--- src/rtl/toaster_lcd_writer.sv ---
// Toaster status writer for an HD44780-compatible 16x2 LCD: power-up delay, init, and 35-byte redraws.
// Optional macro TOASTER_LCD_TIME_EN adds time_digit and shows "T<digit>" in line-2 columns 14..15.
module toaster_lcd_writer #(
   parameter int POWERUP_CYC    = 750000,
   parameter int EN_PULSE_CYC   = 25,
   parameter int CMD_WAIT_CYC   = 2500,
   parameter int CLEAR_WAIT_CYC = 100000
) (
   input  logic       CLOCK_50,
   input  logic       reset,
   input  logic [2:0] state_code,
   input  logic       refresh,
`ifdef TOASTER_LCD_TIME_EN
   input  logic [3:0] time_digit,
`endif
   output logic       busy,
   output logic       done,
   output logic [7:0] LCD_DATA,
   output logic       LCD_RS,
   output logic       LCD_EN,
   output logic       LCD_RW,
   output logic       LCD_ON,
   output logic       LCD_BLON
);

   localparam int MAX_A   = (POWERUP_CYC > CLEAR_WAIT_CYC) ? POWERUP_CYC : CLEAR_WAIT_CYC;
   localparam int MAX_B   = (CMD_WAIT_CYC > EN_PULSE_CYC) ? CMD_WAIT_CYC : EN_PULSE_CYC;
   localparam int CNT_MAX = (MAX_A > MAX_B) ? MAX_A : MAX_B;
   localparam int CW      = $clog2(CNT_MAX + 1);

   localparam logic [CW-1:0] PWR_LAST   = CW'(POWERUP_CYC - 1);
   localparam logic [CW-1:0] EN_LAST    = CW'(EN_PULSE_CYC - 1);
   localparam logic [CW-1:0] CMD_LAST   = CW'(CMD_WAIT_CYC - 1);
   localparam logic [CW-1:0] CLEAR_LAST = CW'(CLEAR_WAIT_CYC - 1);

   typedef enum logic [3:0] {
      S_PWRUP, S_INIT, S_IDLE, S_CLEAR, S_L1ADDR, S_L1TXT, S_L2ADDR, S_L2TXT, S_FIN
   } state_t;

   typedef enum logic [1:0] {P_SETUP, P_EN, P_WAIT} phase_t;

   state_t         state_reg, state_next;
   phase_t         phase_reg, phase_next;
   logic [CW-1:0]  cnt_reg, cnt_next;
   logic [3:0]     idx_reg, idx_next;
   logic [2:0]     code_reg, code_next;
   logic           pending_reg, pending_next;
   logic           busy_reg, busy_next;
   logic           done_reg, done_next;
   logic           en_reg, en_next;

   logic [127:0]   l1_line, l2_line;
   logic [7:0]     l1_bytes [16];
   logic [7:0]     l2_bytes [16];
   logic [7:0]     byte_val;
   logic           rs_val;
   logic           is_clear;
   logic [CW-1:0]  wait_last;
   logic           byte_done;

   // Message text, first character in the most significant byte.
   function automatic logic [127:0] line1_text(input logic [2:0] c);
      case (c)
         3'd0:    line1_text = {"DESLIGADO",       {7{8'h20}}};
         3'd1:    line1_text = {"LIGADO",          {10{8'h20}}};
         3'd2:    line1_text = {"PREPARANDO",      {6{8'h20}}};
         3'd3:    line1_text = {"PRONTO",          {10{8'h20}}};
         3'd4:    line1_text = {"QUEIMANDO!",      {6{8'h20}}};
         3'd5:    line1_text = {"BOM APETITE",     {5{8'h20}}};
         default: line1_text = {"ESTADO INVALIDO", {1{8'h20}}};
      endcase
   endfunction

   function automatic logic [127:0] line2_text(input logic [2:0] c);
      case (c)
         3'd0:    line2_text = {"TORRADEIRA",      {6{8'h20}}};
         3'd1:    line2_text = {"ESCOLHA O TEMPO", {1{8'h20}}};
         3'd2:    line2_text = {"AGUARDE",         {9{8'h20}}};
         3'd3:    line2_text = {"RETIRE O PAO",    {4{8'h20}}};
         3'd4:    line2_text = {"RETIRE JA",       {7{8'h20}}};
         3'd5:    line2_text = {"SW0 DESLIGA",     {5{8'h20}}};
         default: line2_text = {16{8'h20}};
      endcase
   endfunction

   assign l1_line = line1_text(code_reg);
   assign l2_line = line2_text(code_reg);

`ifdef TOASTER_LCD_TIME_EN
   logic [3:0] time_reg, time_next;
   logic [7:0] time_char;
   assign time_char = (time_reg < 4'd10) ? (8'h30 + {4'h0, time_reg}) : 8'h2A;
`endif

   genvar gi;
   generate
      for (gi = 0; gi < 16; gi++) begin : g_col
         assign l1_bytes[gi] = l1_line[127 - 8*gi -: 8];
`ifdef TOASTER_LCD_TIME_EN
         if (gi == 14) begin : g_t
            assign l2_bytes[gi] = 8'h54;
         end else if (gi == 15) begin : g_d
            assign l2_bytes[gi] = time_char;
         end else begin : g_txt
            assign l2_bytes[gi] = l2_line[127 - 8*gi -: 8];
         end
`else
         assign l2_bytes[gi] = l2_line[127 - 8*gi -: 8];
`endif
      end
   endgenerate

   // Byte presented on the bus; stays stable for the whole setup/pulse/wait of one byte.
   always_comb begin
      byte_val = 8'h00;
      rs_val   = 1'b0;
      case (state_reg)
         S_INIT: begin
            case (idx_reg[1:0])
               2'd0:    byte_val = 8'h38;
               2'd1:    byte_val = 8'h0C;
               2'd2:    byte_val = 8'h06;
               default: byte_val = 8'h01;
            endcase
         end
         S_CLEAR:  byte_val = 8'h01;
         S_L1ADDR: byte_val = 8'h80;
         S_L1TXT: begin
            byte_val = l1_bytes[idx_reg];
            rs_val   = 1'b1;
         end
         S_L2ADDR: byte_val = 8'hC0;
         S_L2TXT: begin
            byte_val = l2_bytes[idx_reg];
            rs_val   = 1'b1;
         end
         default: ;
      endcase
   end

   assign is_clear  = !rs_val && (byte_val == 8'h01);
   assign wait_last = is_clear ? CLEAR_LAST : CMD_LAST;

   always_comb begin
      state_next   = state_reg;
      phase_next   = phase_reg;
      cnt_next     = cnt_reg;
      idx_next     = idx_reg;
      code_next    = code_reg;
      byte_done    = 1'b0;
      pending_next = pending_reg | refresh;
`ifdef TOASTER_LCD_TIME_EN
      time_next    = time_reg;
      if (state_reg == S_IDLE && time_digit != time_reg)
         pending_next = 1'b1;
`endif

      case (state_reg)
         S_PWRUP: begin
            if (cnt_reg == PWR_LAST) begin
               state_next = S_INIT;
               phase_next = P_SETUP;
               cnt_next   = '0;
               idx_next   = '0;
            end else begin
               cnt_next = cnt_reg + CW'(1);
            end
         end
         S_IDLE: begin
            // Sampling here means the newest code wins and any strobes so far are absorbed.
            if (pending_reg) begin
               code_next    = state_code;
`ifdef TOASTER_LCD_TIME_EN
               time_next    = time_digit;
`endif
               pending_next = 1'b0;
               state_next   = S_CLEAR;
               phase_next   = P_SETUP;
               cnt_next     = '0;
            end
         end
         S_FIN: state_next = S_IDLE;
         default: begin
            case (phase_reg)
               P_SETUP: begin
                  phase_next = P_EN;
                  cnt_next   = '0;
               end
               P_EN: begin
                  if (cnt_reg == EN_LAST) begin
                     phase_next = P_WAIT;
                     cnt_next   = '0;
                  end else begin
                     cnt_next = cnt_reg + CW'(1);
                  end
               end
               default: begin
                  if (cnt_reg == wait_last) begin
                     byte_done  = 1'b1;
                     phase_next = P_SETUP;
                     cnt_next   = '0;
                  end else begin
                     cnt_next = cnt_reg + CW'(1);
                  end
               end
            endcase

            if (byte_done) begin
               case (state_reg)
                  S_INIT: begin
                     if (idx_reg == 4'd3) begin
                        state_next = S_IDLE;
                        idx_next   = '0;
                     end else begin
                        idx_next = idx_reg + 4'd1;
                     end
                  end
                  S_CLEAR:  state_next = S_L1ADDR;
                  S_L1ADDR: begin
                     state_next = S_L1TXT;
                     idx_next   = '0;
                  end
                  S_L1TXT: begin
                     if (idx_reg == 4'd15) state_next = S_L2ADDR;
                     else                  idx_next   = idx_reg + 4'd1;
                  end
                  S_L2ADDR: begin
                     state_next = S_L2TXT;
                     idx_next   = '0;
                  end
                  S_L2TXT: begin
                     if (idx_reg == 4'd15) state_next = S_FIN;
                     else                  idx_next   = idx_reg + 4'd1;
                  end
                  default: ;
               endcase
            end
         end
      endcase

      done_next = (state_next == S_FIN);
      busy_next = !((state_next == S_IDLE) && !pending_next);
      en_next   = (phase_next == P_EN);
   end

   always_ff @(posedge CLOCK_50 or negedge reset) begin
      if (!reset) begin
         state_reg   <= S_PWRUP;
         phase_reg   <= P_SETUP;
         cnt_reg     <= '0;
         idx_reg     <= '0;
         code_reg    <= 3'd0;
         pending_reg <= 1'b1;
         busy_reg    <= 1'b1;
         done_reg    <= 1'b0;
         en_reg      <= 1'b0;
`ifdef TOASTER_LCD_TIME_EN
         time_reg    <= 4'd0;
`endif
      end else begin
         state_reg   <= state_next;
         phase_reg   <= phase_next;
         cnt_reg     <= cnt_next;
         idx_reg     <= idx_next;
         code_reg    <= code_next;
         pending_reg <= pending_next;
         busy_reg    <= busy_next;
         done_reg    <= done_next;
         en_reg      <= en_next;
`ifdef TOASTER_LCD_TIME_EN
         time_reg    <= time_next;
`endif
      end
   end

   assign busy     = busy_reg;
   assign done     = done_reg;
   assign LCD_EN   = en_reg;
   assign LCD_RS   = rs_val;
   assign LCD_DATA = byte_val;
   assign LCD_RW   = 1'b0;
   assign LCD_ON   = 1'b1;
   assign LCD_BLON = 1'b1;

endmodule

--- config.mk ---
export PLATFORM = sky130hd
export DESIGN_NAME = toaster_lcd_writer
export DESIGN_NICKNAME = d
export VERILOG_FILES = /design/src/rtl/toaster_lcd_writer.sv
export SDC_FILE = /design/constraint.sdc
export NUM_CORES = 1
export LEC_CHECK = 0
export ABC_CLOCK_PERIOD_IN_PS = 7730
export BUFFER_PORTS_ARGS = -buffer_cell sky130_fd_sc_hd__buf_2
export CORE_ASPECT_RATIO = 0.9
export CORE_UTILIZATION = 45
export CTS_BUF_LIST = sky130_fd_sc_hd__clkbuf_4 sky130_fd_sc_hd__clkbuf_8
export DETAILED_ROUTE_END_ITERATION = 6
export SLEW_MARGIN = 15
export SYNTH_ARGS = -nofsm -noshare
export SYNTH_HDL_FRONTEND = slang
export SYNTH_SLANG_ARGS = --single-unit
--- constraint.sdc ---
create_clock -name CLOCK_50 -period 7.73 [get_ports CLOCK_50]
set_input_delay 0.3865 -clock CLOCK_50 [delete_from_list [all_inputs] [get_ports CLOCK_50]]
set_output_delay 0.3865 -clock CLOCK_50 [all_outputs]
set_load 0.03 [all_outputs]
Word level (Yosys, flattened, before mapping):

Index checks and enable logic that the tools add are counted.

* bits in registers: 37
* logic and storage cells: 106
* output and inout port bits: 15

* $lt $le $gt $ge: 1
* bitwise logic cells: 4
* add/sub/neg operators: 2
* mux-type cells: 43
* equal/unequal tests: 28
* reduce and logical (&&, ||, !) cells: 19

Operators with widths (number)
* case mux 127 bit (6 select lines): 1
* case mux 125 bit (6 select lines): 1
* 2-to-1 mux 20 bit: 4
* binary-select mux 8 bit (select 4 bit): 2
* case mux 20 bit (3 select lines): 1
* case mux 8 bit (6 select lines): 1
* 2-to-1 mux 4 bit: 10
* case mux 20 bit (2 select lines): 1
* 2-to-1 mux 8 bit: 4
* case mux 4 bit (3 select lines): 2
* case mux 4 bit (6 select lines): 1
* adder 20 x 1 -> 20 bit, second input constant: 1
* equality test 20 x 17 -> 1 bit: 1
* equality test 20 bit, second input constant: 1
* equality test 20 x 5 -> 1 bit, second input constant: 1
* case mux 6 bit (3 select lines): 1
* 2-to-1 mux 17 bit: 1
* equality test 4 x 2 -> 1 bit, second input constant: 4
* equality test 4 x 3 -> 1 bit, second input constant: 4
* equality test 4 bit, second input constant: 3
* equality test 8 x 1 -> 1 bit, second input constant: 1
* 2-to-1 mux 2 bit: 4
* case mux 4 bit (2 select lines): 1
* OR reduction 2 bit: 4
* 26 further kinds: 42

Depth between registers and ports, before layout:

Gate-level depths: netlist of the first run.

* depth after elaboration: 18
* mapped depth: 15
* gate-level depth less buffers: 11

Worst setup path before layout of the first run:

No wires, ideal clock.

* kind: register -> register
* start: register idx_reg[1]
* end: register idx_reg[0]
* arrival time: 2.818 ns
* path buffers: 1
* slack: 4.785 ns
* period minus slack after synthesis: 2.945 ns
* library setup time: 0.128 ns
* stages on the path, launching flop included: 12
* cells stage by stage: dfrtp_1 buf_6 nand2b_4 nor2_2 o21ai_0 a41o_1 o311ai_4 nand3_2 nor2_4 mux2i_4 o21a_1 mux2_1

* longest elaborated chain between the ends: 14
* elaborated cells between the ends (all ways): 28
* those cells by class: eq/ne (7); mux (16); bitwise (1); reduce/logical (4)

Ends and longest elaborated chain
* from (decl): line 45 `logic [3:0] idx_reg, idx_next;`
* from (signal assigned): line 264 `idx_reg <= idx_next;`
* inverter 4 -> 5 bit (implied by the code): line 129, 134
* binary-select mux 8 bit (select 4 bit) (on tied branches): line 134, 129
* 2-to-1 mux 8 bit (on tied branches) (2 in series): line 134, 129
* case mux 8 bit (6 select lines) *: line 117 `case (state_reg)`
* net LCD_DATA[0]: line 18 `output logic [7:0] LCD_DATA,`
* equality test 8 x 1 -> 1 bit *: line 141 `assign is_clear = !rs_val && (byte_val == 8'h01);`
* logical AND 1 bit *: line 141
* 2-to-1 mux 17 bit *: line 142 `assign wait_last = is_clear ? CLEAR_LAST : CMD_LAST;`
* equality test 20 x 17 -> 1 bit *: line 198 `if (cnt_reg == wait_last) begin`
* 2-to-1 mux 1 bit *: line 198
* 2-to-1 mux 1 bit *: line 184 `case (phase_reg)`
* 2-to-1 mux 1 bit *: line 158 `case (state_reg)`
* nonzero test 2 bit (no line) *
* AND reduction 5 bit (no line) *

The timed path passes the listed nets; every way through them passes the cells marked *. The select of a mux whose other input is x is not followed.
A chain may end at the register's enable or synchronous reset.

Worst setup path in the final report of the first run:

* start: register idx_reg[1]
* end: register cnt_reg[8]

* longest elaborated chain between the ends: 12
* elaborated cells between the ends (all ways): 19
* those cells by class: eq/ne (4); mux (12); bitwise (1); reduce/logical (2)

Ends and longest elaborated chain
* inverter 4 -> 5 bit (implied by the code): line 129, 134
* binary-select mux 8 bit (select 4 bit) (on tied branches): line 134, 129
* 2-to-1 mux 8 bit (on tied branches) (2 in series): line 134, 129
* case mux 8 bit (6 select lines) *: line 117
* equality test 8 x 1 -> 1 bit *: line 141
* logical AND 1 bit *: line 141
* 2-to-1 mux 17 bit *: line 142
* equality test 20 x 17 -> 1 bit *: line 198
* 2-to-1 mux 20 bit *: line 198
* case mux 20 bit (2 select lines) *: line 184
* case mux 20 bit (3 select lines) *: line 158
* to (signal assigned): line 263 `cnt_reg <= cnt_next;`
* to (decl): line 44 `logic [CW-1:0] cnt_reg, cnt_next;`

Every way passes the cells marked *; elsewhere a longest branch is shown, timed or not. The select of a mux whose other input is x is not followed.

==> results of run 1 <==
[power groups by stage]
| stage | Clock (W) | Sequential, W | Combinational [W] |
|---|---|---|---|
| 6_report | 0.000178 | 0.000193 | 0.00000679 |
| 5_1_grt | 0.000189 | 0.000193 | 0.00000780 |
| 4_1_cts | 0.000183 | 0.000193 | 0.00000715 |
| 3_5_place_dp | 0 | 0.000197 | 0.00000715 |
| 3_3_place_gp | 0 | 0.000197 | 0.00000706 |
| 2_1_floorplan | 0 | 0.000197 | 0.00000310 |
[path summary, 6_finish.rpt]
| path | startpoint | endpoint | slack (ns) |
|---|---|---|---|
| min in group CLOCK_50 | state_code[0] | code_reg[0] | 0.30 |
| max reg2reg | idx_reg[1] | cnt_reg[8] | 3.71 |
| max | idx_reg[1] | cnt_reg[8] | 3.71 |
| max in group asynchronous | reset | cnt_reg[5] | 7.02 |
| min | reset | state_reg[2] | 0.19 |
| min reg2reg | pending_reg | pending_reg | 0.53 |
[cell families (layout without fill, tap and decap cells)]
family / Yosys count / after routing / synth area share, %
mux: 8 / 8 / 2.33
simple gates: 251 / 251 / 33.1
buf+inv: 61 / 47 / 8.75
other cells: 2 / 3 / 0.182
flops: 37 / 37 / 22.5
fa+ha+maj: 8 / 8 / 2.42
compound gates: 156 / 156 / 26.7
xor+xnor: 19 / 19 / 4.03
[per-stage QoR]
step | setup WS (ns) | cell area [sq um] | util, % | std cells | hold slack, ns
finish | 3.71 | 4240 | 48.6 | 648 | 0.188
global route | 3.45 | 4240 | 48.6 | 648 | 0.239
CTS | 3.82 | 4240 | 48.6 | 648 | 0.217
detailed placement | 3.84 | 4120 | 47.2 | 640 | 0.520
global placement | 3.97 | 4120 | 47.2 | 640 | 0.518
floorplan | 4.78 | 4140 | - | 543 | 0.0909
[final cells by class]
class | instances | share of cell area [%]
multi-input combinational | 445 | 67.2
sequential | 37 | 21.9
tap | 119 | 3.51
timing repair buffer | 24 | 3.25
clock buffer | 7 | 2.13
inverter | 15 | 1.33
clock inverter | 1 | 0.708
[cells in the final DEF, fill, tap and decap left out, types with 3 or more instances in the layout]
cell,instances
nor2b_1,3
ha_1,8
nand4_1,6
nor4_1,5
xor2_1,13
nand2b_1,11
and3_1,8
a2111oi_0,4
o211ai_1,5
and2_1,5
inv_1,12
nor2_1,52
a21oi_1,36
mux2i_1,4
nor3_2,12
o311ai_0,3
dfrtp_1,35
inv_2,3
buf_2,17
conb_1,3
o21ai_1,6
buf_4,7
nor3_1,30
or2_2,4
a31oi_1,10
o221ai_1,7
nand3_1,19
a221oi_1,3
o21ai_0,38
clkbuf_8,6
o22ai_1,3
xnor2_1,6
nor2_2,3
nand2_1,63
and2b_1,4
[metal layers]
layer	vias up	track usage, %
met5	-	0
met4	0	8.69
met3	31	8.08
met2	210	38.8
met1	1942	41.5
li1	1943	-
==> results.yml, run 1 <==
logic_synthesis:
  synth_ff_type: "dfrtp_1"
  synth_cell_types: 98
  syn_avg_cell_area_sq_um: 7.63
  syn-cell-area_sq_um: 4130
  synth_area_leader_cell: "dfrtp_1"
  synth_cells: 542
  yosysWarnings: 0
  ys_top_cells_by_count: "nand2_1, nor2_1, o21ai_0, a21oi_1, dfrtp_1"
  synth_top_cell_area_share_pct: 21.2
  synthArstFlopShare_pct: 100
  synth_edf_count: 0
  synth_area_leaders: "dfrtp_1, nand2_1, nor2_1"
  ys_seq_area_share_pct: 22.5
  ys_ff_latch: 37
  synth.most_common_cell: "nand2_1"
setup_path:
  worstSetupPathDepth: 11
  crit_arrival_ns: 4.14
  crit_family: "compound AO/OA/AOI/OAI gates"
  cp_data_required_time_ns: 7.85
  max_stage_delay_ns: 0.86
  start_kind: "flip-flop"
  crit_path_top_delay_cell: "a211oi_4"
  crit_chain: "buf_4, inv_2, nor2_1, a21oi_1, a21boi_2, o311ai_4, and3_1, a21oi_2, o21bai_2, a211oi_4, nor3_1"
  crit_fanout: 23
  critPathCaptureType: "flip-flop"
  critical_path_class: "flip-flop to flip-flop"
  worstRegToRegCells: 11
  path_buf_inv: 2
power_and_ir_drop:
  vdd_drop_max_mv: 0.0804
  p_sw_w: 0.0000747
  pwr-share-clk_pct: 47.0
  total_power_w: 0.000378
  power_leakage_nw: 1.60
  power.density_nw_per_um2: 89.1
  netSwitchingFraction_pct: 19.8
  pwr-share-seq_pct: 51.2
  internal_power_w: 0.000303
  pwr-share-comb_pct: 1.8
global_route:
  grt_usage_pct: 28.1
  grt_max_degree: 51
  grt_pass1_wl_mm: 20.9
  antenna_found_initial: 0
  grt_pass1_vias: 3888
  grt_overflow: 0
clock_network:
  clockBufferDepth: 2
  worstSkewPairLatency_ns: 0.29
  cts_resized: 0
  htreeDepth: 2
  cts.sinks: 37
  root_buffer: "clkbuf_8"
  cts_setup_buffers: 0
  cts_tree: "built"
  cts_buffers: 5
  path_clk_slew_ns: 0.07
  cts_hold_buf: 0
routing:
  top_layer: "met4"
  ant_nets: 0
  wl_per_cell_microns: 19.4
  wl_met1_mm: 5.69
  wl_met3_mm: 1.28
  drt_wl_total_mm: 12.6
  avgViaCountPerCell: 6.37
  drt_first_pass_iters: 5
  vias: 4126
  drtIter0Drc: 391
  drc: 0
  met2_length_mm: 5.29
timing:
  fin_skew_ns: 0.00435
  hold_viol: 0
  setup-tns-final_ns: 0
  slew_headroom_pct: 33.6
  period_minus_slack_ns: 4.02
  finalSetupViolations: 0
  worstMarginPinSlew_ns: 0.993
  fmax_mhz: 249
  period_share_pct: 52.0
  drv_slew: 0
  rsz0062_at_grt: "false"
run_status:
  outcome: "finished, final reports clean"
floorplan:
  chipWidth_microns: 103
  die_y_microns: 92.9
  coreArea_sq_um: 8730
  die_area_sq_um: 9570
  io_pins: 21
  rows: 32
  initial_core_util_pct: 47.4
placement:
  place.gp.congestion: 1.04
  numPortBuffers: 17
  place_hpwl_mm: 8.91
cells_and_area:
  ff_latch_area_sq_um: 928
  drive_above_1_share_pct: 16.1
  fin_nets: 542
  antenna_cells: 0
  area_growth_pct: 2.54
  largest_reg_flops: 20
  multi_input_area_sq_um: 2850
  final.fill_count: 923
job:
  drv_cap: 0
worst_hold_path:
  holdCritPathClass: "primary input to async pin"
Note: power is estimated with default switching activity, not from simulation.
==> inputs of run 2 (changes only) <==
- ABC_AREA: default -> 1
- ABC_CLOCK_PERIOD_IN_PS: 7730 -> 3500
- clock period: 7.73 -> 3.5 ns (I/O delays scaled with it)
==> results.yml, run 2 <==
setup_path:
  reg2reg_to: "cnt_reg[19]"
  max_stage_delay_ns: 0.40
  critPathCaptureType: "flip-flop"
  crit_path_end: "cnt_reg[19]"
  crit_arrival_ns: 3.18
  worstSetupPathDepth: 22
  worstRegToRegCells: 22
  crit_fanout: 17
  start_kind: "flip-flop"
  critical_path_class: "flip-flop to flip-flop"
  setup.worst_path.start: "code_reg[2]"
  path_buf_inv: 3
  crit_path_top_delay_cell: "dfrtp_1"
  cp_data_required_time_ns: 3.67
  crit_top_cell: "nand2_2"
  crit_chain: "inv_2, nand2_2, nand2_4, inv_4, nand3_2, nand3_1, nand2_1, a21oi_1, nand2_1, nand3_1, nor2_1, nand2_1, nor2_2, nor2_1, nor2_4, nand2_1, nand2_2, nand2_2, nand2_2, nand2_2, inv_4, nor2_1"
  crit_family: "simple AND/OR/NAND/NOR gates"
  timing.rr.start: "code_reg[2]"
  reg2reg_slack_ns: 0.49
power_and_ir_drop:
  vdd_drop_max_mv: 0.127
  pwr-share-seq_pct: 49.9
  pwr-share-comb_pct: 14.3
  p_sw_w: 0.000256
  power.density_nw_per_um2: 209
  power_leakage_nw: 2.06
  internal_power_w: 0.000607
  total_power_w: 0.000863
  netSwitchingFraction_pct: 29.7
  pwr-share-clk_pct: 35.8
cells_and_area:
  final_common_cell: "nand2_1"
  layout_common_cells: "nand2_1, nand3_1, nor2_1"
  fin_nets: 656
  fin_cells: 758
  antenna_cells: 0
  largest_reg_flops: 20
  drive_above_1_share_pct: 15.9
  final.fill_count: 890
  area_growth_pct: 6.06
timing:
  worstMarginPinSlew_ns: 0.894
  period_share_pct: 86.0
  drv_slew: 0
  slew_headroom_pct: 40.4
  period_minus_slack_ns: 3.01
  hold_viol: 0
  finalSetupViolations: 0
  holdWs_ns: 0.00563
  fmax_mhz: 332
  setup-tns-final_ns: 0
  rsz0062_at_grt: "false"
  fin_skew_ns: 0.00779
clock_network:
  cts_setup_buffers: 0
  cts_buffers: 5
  htreeDepth: 2
  cts.sinks: 37
  worstSkewPairLatency_ns: 0.29
  path_clk_slew_ns: 0.08
  cts_tree: "built"
  cts_resized: 0
  cts_hold_buf: 0
  clockBufferDepth: 2
  root_buffer: "clkbuf_8"
floorplan:
  io_pins: 21
  initial_core_util_pct: 47.4
  rows: 31
  die_y_microns: 90.3
  coreArea_sq_um: 8220
  chipWidth_microns: 100
  die_area_sq_um: 9040
logic_synthesis:
  synth_top_cell_area_share_pct: 22.5
  ys_top_cells_by_count: "nand2_1, nand3_1, nor2_1, inv_1, dfrtp_1"
  synthArstFlopShare_pct: 100
  synth_cell_types: 45
  synth_cells: 631
  ys_ff_latch: 37
  synth_area_leader_cell: "dfrtp_1"
  synth.most_common_cell: "nand2_1"
  ys_seq_area_share_pct: 23.8
  synth_edf_count: 0
  synth_ff_type: "dfrtp_1"
  syn-cell-area_sq_um: 3900
  yosysWarnings: 0
  synth_area_leaders: "dfrtp_1, nand2_1, nand3_1"
  syn_avg_cell_area_sq_um: 6.18
routing:
  drt_wl_total_mm: 12.4
  drtIter0Drc: 375
  wl_per_cell_microns: 16.4
  drc: 0
  vias: 4329
  ant_nets: 0
  drt_first_pass_iters: 7
  avgViaCountPerCell: 5.71
global_route:
  grt_pass1_vias: 4045
  grt_overflow: 0
  grt_max_degree: 38
  grt_usage_pct: 28.8
  antenna_found_initial: 0
  grt_pass1_wl_mm: 20.5
placement:
  dp_cells: 750
  place.gp.congestion: 1.01
  numPortBuffers: 17
  place_hpwl_mm: 9.65
run_status:
  outcome: "finished, final reports clean"
job:
  drv_cap: 0
worst_hold_path:
  holdCritPathClass: "primary input to async pin"
-- run 2: cell types whose count changed in the layout (fill, tap and decap cells not counted), moves of 16 or more --
cell,previous run,this run
nor2_2,3,19
nor3_1,30,10
inv_1,12,58
nand3_1,19,64
nand2_1,63,184
-- run 2: layer usage --
metal	track usage, %	vias to the layer above	share of wire, %
met4	7.13	0	2.0
li1	-	2077	-
met1	44.5	1986	48
met2	39.4	239	40
met5	0	-	0
met3	6.97	27	10
-- run 2: area by class of cell --
type                            count  area (sq um)  area share (%)
Timing Repair Buffer               28           168            4.05
Multi-Input combinational cell    500          2540            61.4
Tap cell                          115           144            3.48
Inverter                           70           270            6.53
Clock buffer                        6          76.3            1.85
Sequential cell                    37           928            22.4
Clock inverter                      2          10.0           0.242
-- run 2: worst min path at each step --
stage / start / endpoint / cells past startpoint
after detailed placement: reset / code_reg[0] / 1
after floorplan: reset / LCD_EN / 0
after global routing: reset / code_reg[0] / 1
after CTS: reset / code_reg[0] / 1
final: reset / cnt_reg[11] / 1
after global placement: reset / code_reg[0] / 1
-- run 2: metrics by stage --
step / worst slack, ns / area, sq um / util [%]
after CTS: 0.508 / 4140 / 50.3
after detailed placement: 0.544 / 4050 / 49.3
after global routing: 0.122 / 4140 / 50.3
final: 0.489 / 4140 / 50.3
after floorplan: 0.779 / 3900 / -
after global placement: 0.542 / 4050 / 49.3
-- run 2: power groups by stage --
stage	clock network, W	registers (W)	logic, W
global route	0.000336	0.000431	0.000135
CTS	0.000322	0.000430	0.000120
detailed placement	0	0.000439	0.000120
floorplan	0	0.000439	0.0000840
global placement	0	0.000439	0.000123
finish	0.000309	0.000431	0.000124
-- run 2: cell families after synthesis --
family                   synth area share, %
other                                  0.193
buffers and inverters                   11.2
XOR/XNOR                                2.69
AND/OR/NAND/NOR                         47.1
AO/OA/AOI/OAI                           12.4
adder cells (fa/ha/maj)                 2.57
flip-flops                              23.8
-- run 2: worst reg2reg max path: cells and delay by family, from the launching register on --
kind	cells	cell delay (ns)
flops	1	0.40
buf+inv	3	0.55
compound gates	1	0.07
simple gates	18	1.87
==> inputs of run 3 (changes only) <==
- CORE_UTILIZATION: 45 -> 35
==> results.yml, run 3 (synthesized netlist as in run 2, its figures left out) <==
global_route:
  grt_max_degree: 38
  antenna_found_initial: 0
  grt_overflow: 0
  grt_usage_pct: 22.2
  grt_pass1_vias: 4068
  grt_pass1_wl_mm: 20.2
worst_hold_path:
  holdCritPathClass: "primary input to async pin"
setup_path:
  crit_fanout: 12
  max_stage_delay_ns: 0.58
  critical_path_class: "flip-flop to flip-flop"
  crit_family: "simple AND/OR/NAND/NOR gates"
  crit_top_cell: "nand2_1"
  path_buf_inv: 3
  crit_path_top_delay_cell: "dfrtp_1"
  critPathCaptureType: "flip-flop"
  cp_data_required_time_ns: 3.67
  start_kind: "flip-flop"
  crit_arrival_ns: 3.46
  crit_chain: "inv_1, nor2_1, nand2_1, nand2_1, inv_1, nand2_1, nand2_1, a21oi_1, nand2_1, nand2_2, inv_1, nand3_1, nand2_1, nor2_4, nand3_2, nand2_1, nand4_2, nand2_1, o21ai_0"
timing:
  period_share_pct: 94.1
  drv_slew: 0
  fmax_mhz: 304
  rsz0062_at_grt: "false"
  setup-tns-final_ns: 0
  fin_skew_ns: 0.00654
  finalSetupViolations: 0
  period_minus_slack_ns: 3.29
  hold_viol: 12
  slew_headroom_pct: 41.7
  worstMarginPinSlew_ns: 0.875
  holdWs_ns: -0.0108
clock_network:
  cts_hold_buf: 0
  worstSkewPairLatency_ns: 0.29
  cts_tree: "built"
  path_clk_slew_ns: 0.08
  clockBufferDepth: 2
  cts_buffers: 5
  cts.sinks: 37
  htreeDepth: 2
  root_buffer: "clkbuf_8"
power_and_ir_drop:
  power.density_nw_per_um2: 207
  vdd_drop_max_mv: 0.254
  total_power_w: 0.000869
  power_leakage_nw: 2.06
cells_and_area:
  multi_input_area_sq_um: 2540
  ff_latch_area_sq_um: 930
  antenna_cells: 0
  final.fill_count: 1206
  layout_common_cells: "nand2_1, nand3_1, nor2_1"
  drive_above_1_share_pct: 15.9
  fin_cells: 794
  largest_reg_flops: 20
  area_growth_pct: 7.38
  final_common_cell: "nand2_1"
  fin_nets: 656
floorplan:
  io_pins: 21
  die_y_microns: 102
  die_area_sq_um: 11600
  coreArea_sq_um: 10900
  initial_core_util_pct: 35.9
  rows: 36
  chipWidth_microns: 113
job:
  drv_cap: 0
routing:
  drt_wl_total_mm: 12.5
  avgViaCountPerCell: 5.55
  drc: 1
  drt_first_pass_iters: 7
  wl_per_cell_microns: 15.7
  ant_nets: 0
  vias: 4408
  drtIter0Drc: 419
placement:
  numPortBuffers: 17
  place.gp.congestion: 0.969
  place_hpwl_mm: 9.48
  dp_cells: 787
run_status:
  violations: "DRC, hold timing"
  outcome: "finished with violations"
## run 3: cell types whose count changed in the layout (fill, tap and decap cells not counted), sizes merged
cell and change:
clkinvlp +1, clkinv -2
## run 3: metrics by stage
step                area [sq um]  hold WS (ns)  setup slack (ns)  util (%)
floorplan                   3900        -0.121             0.779         -
global placement            4100         0.341             0.331      37.7
detailed placement          4100         0.344             0.297      37.7
CTS                         4190        0.0200             0.264      38.6
global route                4190        0.0643            0.0542      38.6
finish                      4190       -0.0108             0.206      38.6
## run 3: path summary, 6_finish.rpt
| check | startpoint | to | slack, ns | depth (start not counted) |
|---|---|---|---|---|
| worst min-delay path | reset | cnt_reg[14] | -0.01 | 1 |
| worst max-delay path | idx_reg[2] | idx_reg[0] | 0.21 | 19 |
| max in group asynchronous | reset | code_reg[1] | 2.91 | 1 |
| worst max register to register | idx_reg[2] | idx_reg[0] | 0.21 | 19 |
| min in group CLOCK_50 | refresh | pending_reg | 0.13 | 3 |
| worst min register to register | cnt_reg[1] | cnt_reg[1] | 0.55 | 2 |
## run 3: area by class of cell
cell class                      count  area share (%)
Multi-Input combinational cell    500            60.7
Timing Repair Buffer               28            4.00
Sequential cell                    37            22.2
Tap cell                          152            4.54
Clock buffer                        6            1.97
Clock inverter                      1           0.179
Inverter                           70            6.45
## run 3: timing repair
action	CTS	global route
endpoints found under the setup margin	0	20
hold endpoints to repair	0	0
gates resized for setup	0	1
buffers inserted	0	0
## run 3: layer usage
layer  GRT usage (%)  wire length, microns  up-vias
li1                -                     -     2072
met3            2.55                  1030       43
met4            9.01                   410        0
met1            32.1                  5770     2046
met5               0                     0        -
met2            33.6                  5250      247
## run 3: report_power, final
group / leakage [nW] / switching (W) / internal, W
clock: 0.0433 / 0.000164 / 0.000156
sequential: 0.488 / 0.00000546 / 0.000429
combinational: 1.53 / 0.0000845 / 0.0000303
## run 3: worst register-to-register path, delay by kind of cell, from the launching register on
family / cells / cell delay [ns]
and+or+nand+nor: 14 / 1.84
DFF: 1 / 0.58
buffers and inverters: 3 / 0.42
AOI/OAI and AO/OA: 2 / 0.33
